### src/rtl/bcd_elapsed_timer.sv
// BCD elapsed-time counter (mm..m:ss) with a 1 Hz prescaler, count direction,
// saturate-or-wrap limits and a one-step-per-cycle seek engine.
module bcd_elapsed_timer #(
    parameter int unsigned CLK_HZ     = 50000000,
    parameter int unsigned MIN_DIGITS = 2,
    parameter int unsigned STEP_W     = 8,
    parameter bit          SATURATE   = 1'b0
) (
    input  logic                    clk,
    input  logic                    reset,
    input  logic                    clear,
    input  logic                    count,
    input  logic                    dir,
    input  logic                    seek_req,
    input  logic                    seek_dir,
    input  logic [STEP_W-1:0]       seek_amount,
    output logic                    busy,
    output logic [3:0]              seconds0,
    output logic [3:0]              seconds1,
    output logic [4*MIN_DIGITS-1:0] minutes,
    output logic                    limit,
    output logic                    at_zero
);

    localparam int unsigned PW = $clog2(CLK_HZ);
    localparam int unsigned MW = 4 * MIN_DIGITS;
    localparam logic [PW-1:0] PRESC_MAX = PW'(CLK_HZ - 1);

    logic [3:0]        sec0_q, sec0_d, sec0_n;
    logic [3:0]        sec1_q, sec1_d, sec1_n;
    logic [MW-1:0]     min_q, min_d, min_n;
    logic [PW-1:0]     presc_q, presc_d;
    logic [STEP_W-1:0] cnt_q, cnt_d;
    logic              busy_q, busy_d;
    logic              seek_dir_q, seek_dir_d;
    logic              limit_q, limit_d;

    logic tick, do_step, step_dir, accept, carry;

    assign tick     = count && !busy_q && (presc_q == PRESC_MAX);
    assign do_step  = busy_q || tick;
    assign step_dir = busy_q ? seek_dir_q : dir;
    assign accept   = seek_req && !busy_q && (seek_amount != '0);

    // Single stepper shared by tick and seek; carry out of the top digit marks a limit.
    always_comb begin
        sec0_n = sec0_q;
        sec1_n = sec1_q;
        min_n  = min_q;
        carry  = 1'b1;
        if (!step_dir) begin
            if (sec0_q >= 4'd9) begin
                sec0_n = 4'd0;
            end else begin
                sec0_n = sec0_q + 4'd1;
                carry  = 1'b0;
            end
            if (carry) begin
                if (sec1_q >= 4'd5) begin
                    sec1_n = 4'd0;
                end else begin
                    sec1_n = sec1_q + 4'd1;
                    carry  = 1'b0;
                end
            end
            for (int i = 0; i < MIN_DIGITS; i++) begin
                if (carry) begin
                    if (min_q[4*i +: 4] >= 4'd9) begin
                        min_n[4*i +: 4] = 4'd0;
                    end else begin
                        min_n[4*i +: 4] = min_q[4*i +: 4] + 4'd1;
                        carry = 1'b0;
                    end
                end
            end
        end else begin
            if (sec0_q == 4'd0) begin
                sec0_n = 4'd9;
            end else begin
                sec0_n = sec0_q - 4'd1;
                carry  = 1'b0;
            end
            if (carry) begin
                if (sec1_q == 4'd0) begin
                    sec1_n = 4'd5;
                end else begin
                    sec1_n = sec1_q - 4'd1;
                    carry  = 1'b0;
                end
            end
            for (int i = 0; i < MIN_DIGITS; i++) begin
                if (carry) begin
                    if (min_q[4*i +: 4] == 4'd0) begin
                        min_n[4*i +: 4] = 4'd9;
                    end else begin
                        min_n[4*i +: 4] = min_q[4*i +: 4] - 4'd1;
                        carry = 1'b0;
                    end
                end
            end
        end
    end

    always_comb begin
        presc_d    = presc_q;
        busy_d     = busy_q;
        cnt_d      = cnt_q;
        seek_dir_d = seek_dir_q;
        sec0_d     = sec0_q;
        sec1_d     = sec1_q;
        min_d      = min_q;
        limit_d    = 1'b0;

        if (count && !busy_q) begin
            presc_d = tick ? '0 : presc_q + 1'b1;
        end

        if (busy_q) begin
            cnt_d = cnt_q - 1'b1;
            if (cnt_q == STEP_W'(1)) begin
                busy_d = 1'b0;
            end
        end else if (accept) begin
            busy_d     = 1'b1;
            cnt_d      = seek_amount;
            seek_dir_d = seek_dir;
        end

        if (do_step) begin
            limit_d = carry;
            if (!(SATURATE && carry)) begin
                sec0_d = sec0_n;
                sec1_d = sec1_n;
                min_d  = min_n;
            end
        end

        if (clear) begin
            presc_d    = '0;
            busy_d     = 1'b0;
            cnt_d      = '0;
            seek_dir_d = 1'b0;
            sec0_d     = 4'd0;
            sec1_d     = 4'd0;
            min_d      = '0;
            limit_d    = 1'b0;
        end
    end

    always_ff @(posedge clk or negedge reset) begin
        if (!reset) begin
            presc_q    <= '0;
            busy_q     <= 1'b0;
            cnt_q      <= '0;
            seek_dir_q <= 1'b0;
            sec0_q     <= 4'd0;
            sec1_q     <= 4'd0;
            min_q      <= '0;
            limit_q    <= 1'b0;
        end else begin
            presc_q    <= presc_d;
            busy_q     <= busy_d;
            cnt_q      <= cnt_d;
            seek_dir_q <= seek_dir_d;
            sec0_q     <= sec0_d;
            sec1_q     <= sec1_d;
            min_q      <= min_d;
            limit_q    <= limit_d;
        end
    end

    assign busy     = busy_q;
    assign seconds0 = sec0_q;
    assign seconds1 = sec1_q;
    assign minutes  = min_q;
    assign limit    = limit_q;
    assign at_zero  = (sec0_q == 4'd0) && (sec1_q == 4'd0) && (min_q == '0);

endmodule

### config.mk
export PLATFORM = sky130hd
export DESIGN_NAME = bcd_elapsed_timer
export DESIGN_NICKNAME = d
export VERILOG_FILES = /design/src/rtl/bcd_elapsed_timer.sv
export SDC_FILE = /design/constraint.sdc
export NUM_CORES = 1
export LEC_CHECK = 0
export ABC_AREA = 1
export CORE_ASPECT_RATIO = 2
export CORE_UTILIZATION = 55
export CTS_BUF_LIST = sky130_fd_sc_hd__clkbuf_4
export DETAILED_ROUTE_END_ITERATION = 8
export GPL_ROUTABILITY_DRIVEN = 0
export PLACE_DENSITY = 0.88
export RECOVER_POWER = 100
export SYNTH_ARGS = -nofsm -noshare
export SYNTH_HDL_FRONTEND = slang
export SYNTH_SLANG_ARGS = --single-unit
### constraint.sdc
create_clock -name clk -period 2.1 [get_ports clk]
set_input_delay 0.42 -clock clk [delete_from_list [all_inputs] [get_ports clk]]
set_output_delay 0.42 -clock clk [all_outputs]
set_load 0.05 [all_outputs]
* Yosys cells after proc, flatten, opt, wreduce, memory -nomap -nowiden
Cells that the tools add are included.
** Cells by class
- $add $sub $neg :: 10
- $mul :: 0
- Divide/modulo/power cells :: 0
- Order comparisons :: 4
- Eq/ne operators :: 6
- Shift operators :: 0
- Multiplexer cells :: 60
- Bitwise gates (word level) :: 0
- Reduce and logical (&&, ||, !) cells :: 25
** Operators by type and width (number)
- $mux 4 :: 20
- $mux 26 :: 3
- $mux 8 :: 6
- $mux 1 :: 31
- $add 26x1->26 const B :: 1
- $eq 26x26->1 const B :: 1
- $add 4x1->4 const B :: 4
- $logic_not 4->1 :: 4
- $sub 4x1->4 const B :: 4
- $ge 4x4->1 const B :: 3
- $reduce_bool 3->1 :: 4
- $ne 3x2->1 const B :: 3
- $reduce_and 3->1 :: 3
- $eq 8x1->1 const B :: 1
- $logic_not 8->1 :: 1
- $reduce_bool 8->1 :: 1
- $sub 8x1->8 const B :: 1
- $logic_and 1x1->1 :: 6
- $reduce_bool 2->1 :: 3
- $ge 4x3->1 const B :: 1
- $ne 2x2->1 const B :: 1
- $reduce_and 2->1 :: 1
- $logic_not 1->1 :: 1
- $logic_or 1x1->1 :: 1
** Storage, ports and cells
- Flip-flop bits (word level) :: 53
- Latch bits :: 0
- Bits in writable memories :: 0
- Memory bits (read-only) :: 0
- Input bits :: 15
- Logic and storage cells :: 114
- Memories kept :: 0

* Longest topological paths before layout
- Word-level depth :: 11
- Depth in mapped cells :: 12
- Mapped depth without buffers :: 11

* Least setup slack after synthesis
No wires, ideal clock.
- Kind :: register -> output
- Start :: register sec0_q[0], in the netlist seconds0[0]
- End :: output at_zero
- Arrival time :: 1973 ps
- Data required time :: 1680 ps
- Setup slack :: -293 ps
- Stages on the path, launching flop included :: 7
- Buffers on the path :: 0
- Cells stage by stage :: dfrtp_1 > inv_1 > ha_1 > nand3_1 > nor2_1 > nand2_1 > nor2_1
** Between the ends
- Longest elaborated chain between the ends :: 3
** Ends and longest elaborated chain
- start, declared :: line 29 : logic [3:0] sec0_q, sec0_d, sec0_n;
- start signal, assigned :: line 156 : sec0_q <= 4'd0;
- start signal, assigned :: line 165 : sec0_q <= sec0_d;
- $logic_not 4->1 :: line 177 : assign at_zero = (sec0_q == 4'd0) && (sec1_q == 4'd0) && (min_q == '0);
- $logic_and 1x1->1 (2 in a row) :: line 177
- end, declared :: line 22 : output logic at_zero
Every way passes these cells.

* Final worst setup path
Ends and elaborated chain as after synthesis.

==> summary.txt <==
clk sink count: 53
# H-tree levels: 2
max-slew violation count: 0
Max Fclk: 460 MHz
Finished Layout Cells: 717
Worst R2R End: minutes[0]
max layer used: met4
die height: 121 µm
setup TNS: -72.1 ps
Site Rows: 43
sequential-to-total area share from yosys stat: 34.0%
Initial Util: 56.6%
Clock transition at path regs: 160 ps
CTS Root Cell: clkbuf_4
Hold Crit Endpoint: cnt_q[7]
Yosys top cell area share: 34.0%
synth top area cells: dfrtp_1, nand2_1, nand3_1, nor2_1, inv_1
final period utilization: 103%
leakage power: 2.22 nW
Post-Place Worst Slack: 115 ps
final hold vios: 0
crit path DAT: 1750 ps
area growth from synthesis to layout: 18.6%
first-pass GRT wire length: 17.7 mm
final WL: 11.0 mm
Worst Tran Pin Value: 1030 ps
CP Launch Type: flop
P_int: 2.50 mW
Worst Hold Class: flop to flop
met1 WL: 3.67 mm
DRC: 0
Core Region: 6890 µm²
hold path depth: 2
Critical Path Max Stage Delay: 440 ps
GRT Total Usage: 31.9%
pin count of the biggest net entering global routing: 37
Port Buffer Count: 33
global route overflow: 0
CTS tree: built
minimum clock period: 2170 ps
Final Skew: 15.2 ps
Synth cell types: 36
metal2 WL: 5.97 mm
R2R depth: 12
Final Setup Violations: 1
hpwl dp: 8.08 mm
status: finished, violations left
Die ar.: 7450 µm²
WP data required: 1680 ps
Crit. End Element: output port
synthesized area per cell: 6.90 µm²
Max VDD drop: 977 µV
post-route setup slack: -72.1 ps
largest area contributor in the netlist: dfrtp_1
I/O pin count: 34
DR iter-0 viols: 330
sequential power share: 28.5%
initial antenna violation count: 1
Critical Path, Cell by Cell: inv_2 > ha_4 > nand3_4 > nor2_4 > nand2_2 > nor2_4 > buf_12
Synth Instances: 565
CTS max path bufs: 2
reg2reg setup slack: 50 ps
dpl cells: 693
die span in x: 61.5 µm
Synth Warn #: 0
CP Class: flop to output port
routed wl met3: 460 µm
Logic pwr share: 56.1%
relative slew slack: 31.2%
vias per cell: 5.71
share of cells above drive strength 1: 14.2%
Clock power frac: 15.3%
Max Cap Violations: 0
PD cells: 1030 nW/µm²
Worst Path Max Fanout: 4
CP max-delay cell: dfrtp_1
hold_sp: cnt_q[7]
Cell Area, Placed: 4410 µm²
NetSw: 2.26 mW
clk_lat worst skew: 400 ps
mean routed wirelength per cell: 15.3 µm
final net count: 658
post-synthesis async set-or-reset flop share: 100%
number of global-route vias before repair: 4,080
synthesized area: 3900 µm²
drt pass-1 iters: 5
Net Sw Frac: 47.5%
cell mode on critical path: nor2_4
via count: 4,091
#FFs+latches synth: 53
CTS Buf Count: 5
top_reg_cell synth: dfrtp_1
failing checks: negative setup slack
Post-DRT Antenna Nets: 0
RSZ-0062 raised after global routing: yes
Post-Syn Nets: 598
reg-to-reg critical path startpoint: seconds0[1]
Post-synth EDFFs: 0
post-route cell area: 4620 µm²
==> synthesized netlist by cell type (all sizes together), types with 2 or more instances <==
library cell / count
inv: 77
o211ai: 3
dfrtp: 53
a31oi: 2
o21bai: 2
xnor2: 5
buf: 7
xor2: 8
o21ai: 47
nor2: 83
o22ai: 6
a211oi: 2
a21oi: 11
nand4: 13
nand2: 162
o21a: 2
nand3b: 3
ha: 18
nand3: 56
==> stage by stage <==
step | hold WS [ps] | util [%] | power (mW)
3_3_place_gp | 392 | 64.0 | 3.63
6_report | 541 | 67.2 | 4.76
2_1_floorplan | 124 | - | 2.97
3_5_place_dp | 395 | 64.0 | 3.70
4_1_cts | 507 | 66.3 | 4.48
5_1_grt | 562 | 67.2 | 5.03
==> cells in the final DEF, fill, tap and decap left out, types with 5 or more instances in the layout <==
| master | n |
|---|---|
| nand4_1 | 13 |
| ha_1 | 14 |
| dfrtp_1 | 52 |
| o21ai_1 | 10 |
| o22ai_1 | 6 |
| clkbuf_1 | 8 |
| nor2_2 | 7 |
| nand2_2 | 8 |
| nor2_1 | 69 |
| xnor2_1 | 5 |
| xor2_1 | 8 |
| inv_1 | 57 |
| clkbuf_4 | 6 |
| nand2_1 | 150 |
| a21oi_1 | 11 |
| nand3_1 | 51 |
| inv_2 | 18 |
| o21ai_0 | 37 |
| nor2_4 | 7 |
| clkdlybuf4s50_1 | 15 |
| buf_4 | 21 |
| dlygate4sd2_1 | 11 |
==> per-layer routing <==
| metal | GRT usage (%) | vias up |
|---|---|---|
| met5 | 0 | - |
| met4 | 24.9 | 0 |
| met3 | 4.26 | 72 |
| met2 | 55.2 | 199 |
| met1 | 32.0 | 1878 |
| li1 | - | 1942 |
==> timing repair <==
action / CTS / global route
endpoints found under the setup margin: 14 / 3
resized for setup: 23 / 15
endpoints found under the hold margin: 17 / 0
buffers inserted: 4 / 10
pin swaps: 1 / 3
hold buffers: 1 / 0
==> power groups by stage <==
stage	Clock, mW	Combinational (mW)	Sequential, mW
2_1_floorplan	0	1.18	1.79
3_3_place_gp	0	2.25	1.38
3_5_place_dp	0	2.32	1.39
4_1_cts	0.730	2.39	1.35
5_1_grt	0.765	2.88	1.38
6_report	0.731	2.67	1.36
==> critical path: cells and delay by family, from the launching register on <==
kind          cells  cell delay, ps
simple gates      4             490
flops             1             440
buf+inv           2             270
fa+ha+maj         1             160
==> worst max path at each step <==
stage,end,cells after the start,start,slack [ps]
after global placement,cnt_q[0],7,seek_amount[1],160
after CTS,at_zero,7,seconds0[1],-90
after floorplan,at_zero,6,seconds0[0],70
after detailed placement,presc_q[14],9,clear,120
final,at_zero,7,seconds0[0],-70
after global routing,at_zero,7,seconds0[0],-110
==> cell families after synthesis <==
logic type	Yosys count	share of synthesized area, %
and+or+nand+nor	319	37.3
buffers and inverters	86	9.30
AOI/OAI and AO/OA	76	10.7
DFF	53	34.0
adders and majority gates	18	5.77
xor gates and xnor gates	13	2.92
==> state kept, by name, indices dropped and copies added, names as in the netlist <==
signal / flops
presc_q: 26
cnt_q: 8
minutes: 8
seconds0: 4
seconds1: 4
busy: 1
limit: 1
seek_dir_q: 1
==> cell type report <==
class / instances / area (µm²)
tap: 90 / 113
clock inverter: 3 / 65.1
inverter: 78 / 300
multi-input combinational: 426 / 2270
sequential: 53 / 1330
fill: 620 / 2260
timing repair buffer: 61 / 507
antenna: 1 / 2.50
clock buffer: 5 / 37.5
Note: power is estimated with default switching activity, not from simulation.
==> patch 1: new RTL, config.mk and constraints unchanged <==
Register the output `seconds0` once more; this adds one clock of latency there. The other outputs are not delayed to match.
--- a/src/rtl/bcd_elapsed_timer.sv
+++ b/src/rtl/bcd_elapsed_timer.sv
@@ -170,7 +170,9 @@
     end
 
     assign busy     = busy_q;
-    assign seconds0 = sec0_q;
+    always_ff @(posedge clk) begin
+        seconds0 <= sec0_q;
+    end
     assign seconds1 = sec1_q;
     assign minutes  = min_q;
     assign limit    = limit_q;
Function: changed (Yosys sat finds a counterexample within 4 cycles, from zero or initial values and one cycle with reset low).
==> patch 1 against the unedited design <==
The flow still finishes with violations (negative setup slack). Power up 3.4%. First-iteration DRC count down 9.4%. Final cell count up 3.3%. Sequential cell count up 4. Fmax down 0.44%. Worst setup slack worse by 9.6 ps. Clock power down 11%. Via count up 2.5%. Design area up 4.6%. Combinational power up 6%. Synthesized cell count up 2.8%. Wire length up 1.8%. Synthesized area up 3.9%. Largest power group unchanged.
==> patch 1: results (changes against the unedited design) <==
Critical path
The gate family responsible for the most delay along the worst path was simple AND/OR/NAND/NOR gates (unchanged). The slowest library cell on the worst path is dfrtp_2 (was dfrtp_1). The maximum fanout encountered on the critical timing path came to 3 (was 4).

Yosys
Synth cell count leaders: 153 x nand2_1, 70 x inv_1, 67 x nor2_1 (was 148 x nand2_1, 69 x nor2_1, 65 x inv_1). The total nets after synthesis is 614 (was 598). Leading cell types by total area after synthesis: dfrtp_1 33%, nand2_1 14%, nand3_1 7.4% (was dfrtp_1 34%, nand2_1 14%, nand3_1 6.9%). The proportion of synthesized flip-flops having asynchronous set or reset is 0.9298 (was 1.000). The share of synthesized area occupied by flip-flops and latches is 0.3470 (was 0.3401).

The post-synthesis instance total came to 581 (was 565). The post-synthesis cell type count was 38 (was 36).

Clocking
The later-pin clock latency in the skew report is 420 ps (was 400 ps). The clock transition at the registers of the reported paths is 100 ps (was 160 ps). The cell at the root of the clock tree is clkbuf_4 (unchanged). The number of buffers added by the clock tree synthesis step is 9 (was 5).

The TritonCTS sink count is 57 (was 53). The depth of the CTS H-tree is 3 (was 2).

Timing
The setup violation total in the final timing report is 1 (unchanged). The final sum of negative setup slack is -81.67 ps (was -72.11 ps). The worst setup slack after layout is -81.67 ps (was -72.11 ps).

The post-route clock skew is 10.75 ps (was 15.18 ps). The slew at the pin closest to its max-slew limit was 1328 ps (was 1032 ps).

Placement
The area of placed instances is 0.004624 mm2 (was 0.004410 mm2). The cell count after placement was 711 (was 693). The setup slack after placement is 107.9 ps (was 115.2 ps). The sum of net half-perimeters after detailed placement came to 8212 um (was 8078 um).

Layout
The fraction of area in registers is 0.2920 (was 0.2871). The number of non-clock inverters in the layout was 75 (was 78). The buffering overhead is 0.1086 (was 0.1096). The sequential cell area in the final layout is 0.001413 mm2 (was 0.001328 mm2). The number of fillers in the final layout was 571 (was 620).

The total of clock buffers placed in the layout was 10 (was 5). The multi-input gate share of the layout cell area is 0.4955 (was 0.4913). The net total in the final layout is 678 (was 658). The fraction of final layout cells with drive strength greater than 1 came to 0.1508 (was 0.1422). The share of final layout cell area taken by clock buffers and inverters is 0.02095 (was 0.02219).

Outcome
Violated checks: negative setup slack (unchanged). Result of the run: finished with violations (unchanged).

Routing
The routed wire length per instance was 15.05 um (was 15.28 um). The number of design-rule violations left by the first detailed-router iteration came to 299 (was 330). The total number of vias is 4194 (was 4091).

The sum of routed wire length over all layers is 11150 um (was 10960 um).

Global route
The number of global-route vias before repair is 4134 (was 4080). The global-route wire length before repair was 18000 um (was 17710 um). The overall fraction of global-route tracks in use is 0.3030 (was 0.3193). The pin count of the biggest net entering global routing is 54 (was 37).

Power
The peak supply drop was 0.8979 mV (was 0.9766 mV).

Floorplan
The row count is 43 (unchanged).
==> patch 1: final timing paths <==
check	startpoint	endpoint	slack (ps)	depth (start not counted)
max in group asynchronous	reset	minutes[1]	290	3
worst max register to register	busy	cnt_q[0]	110	7
worst max-delay path	minutes[0]	at_zero	-80	7
min in group asynchronous	reset	cnt_q[2]	910	3
worst min-delay path	sec0_q[3]	seconds0[3]	500	0
worst min register to register	sec0_q[3]	seconds0[3]	500	0
==> patch 1: report_power, final <==
part	internal [mW]	switching (mW)	total (mW)	leakage, nW
logic	1.04	1.79	2.82	1.48
registers	1.27	0.179	1.45	0.745
clock network	0.239	0.415	0.654	0.0624
==> patch 1: what timing repair did <==
item                                   4_1_cts  5_1_grt
hold buffers                                 1        0
pin swaps                                    3        4
setup endpoints to repair                    7        1
endpoints found under the hold margin       40        0
setup buffers                                7        5
resized for setup                           23        2
cloned                                       0        0
==> patch 1: routing by layer <==
metal  vias up  share of wire  track usage
li1       2023              -            -
met1      1965           0.35       0.2823
met2       150           0.56       0.5890
met3        56          0.040      0.04428
met4         0          0.054       0.2137
met5         -              0            0
==> patch 1: cells by family after synthesis <==
kind of cell,count (synthesis),synth area share
flops,57,0.3470
buf+inv,83,0.08305
compound gates,72,0.09880
fa+ha+maj,18,0.05557
simple gates,339,0.3896
xor+xnor,12,0.02593
==> patch 1: worst reg2reg max path: cells and delay by family (launching register included) <==
family | cells | cell delay [ps]
AOI/OAI and AO/OA | 2 | 430
buffers and inverters | 2 | 580
DFF | 1 | 470
and+or+nand+nor | 3 | 430
==> patch 2: new RTL, same settings <==
Made on the original files. Change the parameter `SATURATE` from 1'b0 to 1'b1.
--- a/src/rtl/bcd_elapsed_timer.sv
+++ b/src/rtl/bcd_elapsed_timer.sv
@@ -4,7 +4,7 @@
     parameter int unsigned CLK_HZ     = 50000000,
     parameter int unsigned MIN_DIGITS = 2,
     parameter int unsigned STEP_W     = 8,
-    parameter bit          SATURATE   = 1'b0
+    parameter bit          SATURATE   = 1'b1
 ) (
     input  logic                    clk,
     input  logic                    reset,
Check against the original RTL: not equivalent (Yosys sat finds a counterexample within 4 cycles, from zero or initial values and one cycle with reset low).
==> patch 2 against the unedited design <==
The run still ends with negative setup slack left. Sequential cell count unchanged. Sequential share of layout area decreased by 0.054 points. Wire length increased by 2.2%. First-iteration DRC count increased by 24%. Critical path depth increased by 5. Non-clock buffer count increased by 13. Worst setup slack got worse by 13 ps. Power increased by 5.2%. Register-to-register slack got worse by 130 ps. Design area increased by 0.19%. Die area decreased by 3.0%. Synthesized area decreased by 3.0%. Synthesized cell count decreased by 2.8%. Critical path type is now reg -> reg. Critical endpoint is now seconds1[0]. Largest cell class unchanged. Largest power group unchanged.
==> patch 2: results (changes against the unedited design) <==
Outcome
Result of the run: finished with violations (unchanged). Violated checks: negative setup slack (unchanged).

Global route
The pin count of the biggest net entering global routing is 54 (was 37). The number of global-route vias before repair is 3966 (was 4080). The met1 global-route usage was 0.3025 (was 0.3202). The global-route wire length before repair came to 16770 um (was 17710 um).

Yosys
The post-synthesis xor/xnor area fraction is 0.04169 (was 0.02919). Leading cell types by total area after synthesis: dfrtp_1 35%, nand2_1 14%, nor2_1 7.3% (was dfrtp_1 34%, nand2_1 14%, nand3_1 6.9%). The adder-cell share of the synthesized area is 0.05956 (was 0.05775). The total nets after synthesis was 582 (was 598).

Synth cell count leaders: 145 x nand2_1, 74 x nor2_1, 64 x inv_1 (was 148 x nand2_1, 69 x nor2_1, 65 x inv_1). The mux cell area share after synthesis was 0.002647 (was 0).

Timing
The worst setup slack after layout was -84.75 ps (was -72.11 ps). The setup violation total in the final timing report is 17 (was 1). The worst-case headroom to the max-slew limit is 0.1260 (was 0.3120).

Layout
The net total in the final layout was 657 (was 658). The post-synthesis to final-layout area growth is 22.53% (was 18.58%). The number of fillers in the final layout is 535 (was 620).

Critical path
The critical path data arrival time came to 2480 ps (was 1750 ps).

Placement
The setup slack after placement is -124.8 ps (was 115.2 ps). The sum of net half-perimeters after detailed placement was 7834 um (was 8078 um). The area of placed instances is 0.004390 mm2 (was 0.004410 mm2). The cell count after placement is 688 (was 693).

Routing
The sum of routed wire length over all layers is 11200 um (was 10960 um). The number of detailed-routing iterations run before antenna repair is 6 (was 5). The total number of vias is 4202 (was 4091). The number of design-rule violations left by the first detailed-router iteration is 409 (was 330).

The post-detailed-route via-to-cell ratio is 5.885 (was 5.706).

Power
The peak supply drop was 0.8681 mV (was 0.9766 mV). The cell leakage power came to 2.262 nW (was 2.220 nW).
==> patch 2: how the worst min path moves through the flow <==
stage,from,end,slack [ps],cells after the start
after global placement,reset,presc_q[23],430,2
final,seconds1[3],seconds1[3],540,2
after floorplan,reset,busy,120,0
after detailed placement,reset,presc_q[23],440,2
after global routing,presc_q[1],presc_q[1],560,2
after CTS,reset,presc_q[23],530,3
==> patch 2: tightest hold or removal path, stage by stage (launching register included) <==
cell,delay (ps)
dfrtp_1,410
nand2_1,60
nand2_1,50
==> patch 2: area by class of cell <==
cell class / count / area share
diodes: 1 / 0.0005401
well taps: 88 / 0.02376
clock inverters: 3 / 0.003781
inverters: 69 / 0.05590
flip-flops and latches: 53 / 0.2865
multi-input cells: 421 / 0.4866
clock buffers: 5 / 0.008102
repair buffers: 74 / 0.1348
==> patch 2: logic make-up (layout without fill, tap and decap cells) <==
family,Yosys count,in the layout
multiplexers,1,1
buffers and inverters,75,151
AND/OR/NAND/NOR,314,314
AO/OA/AOI/OAI,70,70
XOR/XNOR,18,18
other,0,1
flip-flops,53,53
adder cells (fa/ha/maj),18,18
==> patch 2: routing by layer <==
metal | vias to the layer above | part of all wire
li1 | 1942 | -
met1 | 1955 | 0.34
met2 | 228 | 0.55
met3 | 77 | 0.049
met4 | 0 | 0.068
met5 | - | 0
==> patch 2: where the power goes <==
part | total [mW] | switching [mW] | internal, mW
clock network | 0.473 | 0.345 | 0.128
registers | 1.41 | 0.225 | 1.19
logic | 3.13 | 1.97 | 1.15
==> patch 2: repair_timing <==
| action | 4_1_cts | 5_1_grt |
|---|---|---|
| setup buffers | 5 | 11 |
| setup endpoints to repair | 20 | 15 |
| endpoints found under the hold margin | 29 | 0 |
| pin swaps | 1 | 8 |
| hold buffers | 1 | 0 |
| gates resized for setup | 24 | 21 |
| gates cloned | 0 | 0 |
